File: config.mk
export PLATFORM = sky130hd
export DESIGN_NAME = disp_msg_sequencer
export DESIGN_NICKNAME = d
export VERILOG_FILES = /design/src/rtl/disp_msg_sequencer.sv
export SDC_FILE = /design/constraint.sdc
export NUM_CORES = 1
export LEC_CHECK = 0
export ABC_CLOCK_PERIOD_IN_PS = 7320
export BUFFER_PORTS_ARGS = -buffer_cell sky130_fd_sc_hd__buf_2
export CORE_MARGIN = 4
export CORE_UTILIZATION = 30
export DETAILED_ROUTE_END_ITERATION = 6
export PLACE_DENSITY = 0.51
export SLEW_MARGIN = 25
export SYNTH_ARGS = -nofsm -noshare
export SYNTH_HDL_FRONTEND = slang
export SYNTH_SLANG_ARGS = --single-unit
File: constraint.sdc
create_clock -name clk -period 7.32 [get_ports clk]
set_clock_uncertainty 0.1 [all_clocks]
set_input_delay 1.464 -clock clk [delete_from_list [all_inputs] [get_ports clk]]
set_output_delay 1.464 -clock clk [all_outputs]
set_load 0.01 [all_outputs]
File: src/rtl/disp_msg_sequencer.sv
// disp_msg_sequencer: HI / scrolling HELLO / blinking HI show for a 4-digit mux (in: clk reset en btn_tick; out: in0..in3 busy step)
module disp_msg_sequencer #(
  parameter int TICK_DIV = 50000000,
  parameter int CW = $clog2(TICK_DIV),
  parameter int BLINK_N = 6
) (
  input  logic       clk,
  input  logic       reset,
  input  logic       en,
  input  logic       btn_tick,
  output logic [7:0] in0,
  output logic [7:0] in1,
  output logic [7:0] in2,
  output logic [7:0] in3,
  output logic       busy,
  output logic [3:0] step
);
  typedef enum logic [1:0] {HELLO, SCROLL, BLINK} state_t;
  localparam int BW = $clog2(BLINK_N + 1);
  localparam logic [7:0] G_H = 8'b10001001;
  localparam logic [7:0] G_I = 8'b11111001;
  localparam logic [7:0] G_E = 8'b10000110;
  localparam logic [7:0] G_L = 8'b11000111;
  localparam logic [7:0] G_O = 8'b11000000;
  localparam logic [7:0] G_X = 8'b11111111;
  state_t state, nxt_state;
  logic [CW-1:0] timer, nxt_timer;
  logic [3:0] k, nxt_k;
  logic [BW-1:0] bc, nxt_bc;
  logic pulse;
  // scroll stream offset by 3 so that negative indices need no sign handling
  function automatic logic [7:0] glyph_at(input logic [3:0] i);
    return i == 4'd3 ? G_H : i == 4'd4 ? G_E : (i == 4'd5 || i == 4'd6) ? G_L : i == 4'd7 ? G_O : G_X;
  endfunction
  always_comb begin
    pulse = en && state != HELLO && timer == CW'(TICK_DIV - 1);
    nxt_state = state;
    nxt_timer = timer;
    nxt_k = k;
    nxt_bc = bc;
    if (en && btn_tick) begin
      nxt_state = state == HELLO ? SCROLL : HELLO;
      nxt_timer = '0;
      nxt_k = '0;
      nxt_bc = '0;
    end else if (en && state != HELLO) begin
      nxt_timer = pulse ? '0 : timer + CW'(1);
      if (pulse && state == SCROLL) begin
        nxt_state = k == 4'd8 ? BLINK : SCROLL;
        nxt_k = k == 4'd8 ? 4'd0 : k + 4'd1;
      end
      if (pulse && state == BLINK) begin
        nxt_state = bc == BW'(BLINK_N - 1) ? HELLO : BLINK;
        nxt_bc = bc == BW'(BLINK_N - 1) ? '0 : bc + BW'(1);
      end
    end
  end
  // outputs are decoded from the next-state values so they line up with the registered state
  always_ff @(posedge clk) begin
    if (reset) begin
      state <= HELLO;
      timer <= '0;
      k <= '0;
      bc <= '0;
      in0 <= G_I;
      in1 <= G_H;
      in2 <= G_X;
      in3 <= G_X;
      busy <= 1'b0;
      step <= '0;
    end else begin
      state <= nxt_state;
      timer <= nxt_timer;
      k <= nxt_k;
      bc <= nxt_bc;
      in0 <= nxt_state == SCROLL ? glyph_at(nxt_k + 4'd3) : (nxt_state == BLINK && nxt_bc[0]) ? G_X : G_I;
      in1 <= nxt_state == SCROLL ? glyph_at(nxt_k + 4'd2) : (nxt_state == BLINK && nxt_bc[0]) ? G_X : G_H;
      in2 <= nxt_state == SCROLL ? glyph_at(nxt_k + 4'd1) : G_X;
      in3 <= nxt_state == SCROLL ? glyph_at(nxt_k) : G_X;
      busy <= nxt_state != HELLO;
      step <= nxt_state == SCROLL ? nxt_k : 4'd0;
    end
  end
endmodule

==> reports/qor.csv <==
metric,value,unit
Post-synth EDFFs,0,
Internal,0.490,mW
Clock Sinks,60,
crit end category,flip-flop,
critical path class,in -> reg,
Clock power frac,45.0,%
number of DRC markers in iteration 0,140,
final WL,5890,µm
Worst-path clk slew,0.06,ns
Power Density,204,nW/µm²
clock root cell,clkbuf_8,
drt wl/cell,12.7,µm
H-tree Lvls,3,
initial core utilization,31.2,%
overall routing resource usage,11.4,%
fmax,0.227,GHz
"area leader, netlist",dfxtp_1,
Core Area,8810,µm²
Max IR drop VDD,0.0000804,V
"Area growth, synth to finish",14.3,%
hold-fix buffers at CTS,0,
n_diodes,0,
I/O pins,41,
"top cells by count, synth","60 x dfxtp_1, 50 x nor2_1, 26 x nand2_1, 19 x nand3_1, 15 x a21oi_1",
TritonCTS buffer count,9,
P_leak,1.11,nW
most frequent cell after synthesis,dfxtp_1,
DP HPWL,4290,µm
post-synthesis cell count,321,
top cell type's share of synthesized area,43.8,%
Final Net Count,358,
CP startpoint kind,input port,
"Remaining Overflow, GRT",0,
initial antenna violation count,0,
die area,10700,µm²
pin count of the biggest net entering global routing,22,
dpl ws,2.61,ns
Setup TNS Final,0,ns
final worst setup slack,2.92,ns
mean post-synth cell area,8.55,µm²
switch share,23.4,%
yosys synthesis warning count,0,
vias in the first global route,2157,
die width,104,µm
Net Sw Power,0.149,mW
die height,104,µm
postcts setup bufs,0,
CP Max Fanout,8,
"flops & latches, synth",60,
outcome,"complete, no violations",
Clock Latency Late Sink,0.34,ns
post-route DRC violation count,0,
first-pass GRT wire length,10100,µm
max-cap violations,0,
Fin. Hold Viols,0,
WP data arrival,4.53,ns
layout cells sized above 1,17.2,%
via count,2248,
Netlist cell types,54,
Rows,34,
Synth area leaders,"dfxtp_1 44%, nor2_1 6.8%, xor2_1 4.5%",
drt pass-1 iters,4,
vias per cell,4.86,
period utilisation layout,60.2,%
relative slew slack,44.4,%
Resized Gates After CTS,0,
Max Slew Vio Count,0,
IO buf count,36,
Worst-Margin Slew,0.827,ns
"FFs w/ async S/R, synth",0,%
Final ANT Viol Nets,0,
post-synthesis cell area,2740,µm²
combinational power share,3.2,%
HP Class,reg -> reg,
"Top FF cell, synth",dfxtp_1,
CTS tree,built,
sequential share of power,51.7,%
Final min period,4.40,ns
Clock Path Buffers,2,
final setup vio count,0,
routability congestion estimate,0.793,
sequential fraction of the synthesis area,43.8,%
Critical Path RT,7.45,ns
RSZ-0062 raised after global routing,no,
-- critical path, stage by stage --
cell	delay [ns]
buf_2	0.15
nand2_1	0.12
or3_1	0.45
o41ai_1	0.37
nand2_1	0.14
nand2_1	0.25
clkinv_1	0.26
ha_1	0.31
or3_1	0.37
a311oi_1	0.23
o221ai_1	0.15
a31o_2	0.26
-- flip-flops by register name, indices dropped and copies added (netlist names) --
name and cells:
step 4, in0 5, state 2, bc 3
k 4, timer 26, in2 5, busy 1
in3 5, in1 5
-- area by class of cell --
class,instances,area (µm²)
clock inverters,7,67.6
clock buffers,9,124
inverters,6,22.5
well taps,108,135
multi-input cells,237,1410
repair buffers,36,180
fillers,930,5670
flip-flops and latches,60,1200
-- metrics by stage --
| step | hold WS (ns) | instance area, µm² | power, mW | instances | utilization (%) |
|---|---|---|---|---|---|
| global placement | 0.359 | 2940 | 0.359 | 447 | 33.4 |
| global route | 0.396 | 3140 | 0.668 | 463 | 35.6 |
| CTS | 0.373 | 3140 | 0.651 | 463 | 35.6 |
| detailed placement | 0.364 | 2940 | 0.359 | 447 | 33.4 |
| finish | 0.374 | 3140 | 0.640 | 463 | 35.6 |
| floorplan | 0.349 | 2760 | 0.355 | 324 | - |
-- power groups by stage --
stage,clock network [mW],registers (mW),logic [mW]
finish,0.288,0.331,0.0208
global route,0.314,0.331,0.0231
CTS,0.299,0.331,0.0210
detailed placement,0,0.338,0.0209
global placement,0,0.338,0.0210
floorplan,0,0.339,0.0160
-- metal layers --
layer | vias to the layer above | track usage [%] | part of all wire, % | wire length [µm]
met5 | - | 0 | 0 | 0
met4 | 0 | 4.65 | 1.5 | 87
met3 | 9 | 4.10 | 5.2 | 306
met2 | 54 | 17.5 | 43 | 2540
met1 | 1021 | 14.4 | 50 | 2950
li1 | 1164 | - | - | -
-- layout by cell type (no fill, tap or decap), drive strengths merged, types with 3 or more instances in the layout --
cell / Yosys / final
nand4: 11 / 11
and3: 3 / 3
clkinv: 1 / 4
or3: 9 / 9
a21oi: 15 / 15
nor3: 5 / 5
clkinvlp: 0 / 3
o21ai: 13 / 13
clkbuf: 7 / 9
conb: 1 / 4
xnor2: 11 / 11
inv: 5 / 5
nor2: 50 / 50
nand3b: 3 / 3
nor4: 4 / 4
xor2: 15 / 15
ha: 4 / 4
nand3: 19 / 19
a31oi: 3 / 3
dfxtp: 60 / 60
nand2: 26 / 26
buf: 14 / 36
and2: 6 / 6
-- final timing paths --
check                 from       end  slack (ns)  depth (start not counted)
hold / removal    timer[1]  timer[1]        0.37                          2
setup / recovery        en    in2[3]        2.92                         12
hold reg to reg   timer[1]  timer[1]        0.37                          2
setup reg to reg  timer[7]    in2[3]        3.46                         11
-- cell families (layout without fill, tap and decap cells) --
group | Yosys count | after routing | synth area share [%]
AND/OR/NAND/NOR | 154 | 154 | 28.4
flip-flops | 60 | 60 | 43.8
AO/OA/AOI/OAI | 46 | 46 | 10.7
buffers and inverters | 27 | 58 | 5.43
XOR/XNOR | 26 | 26 | 8.57
adder cells (fa/ha/maj) | 4 | 4 | 1.82
multiplexers | 3 | 3 | 1.14
other | 1 | 4 | 0.137
Note: power is estimated with default switching activity, not from simulation.
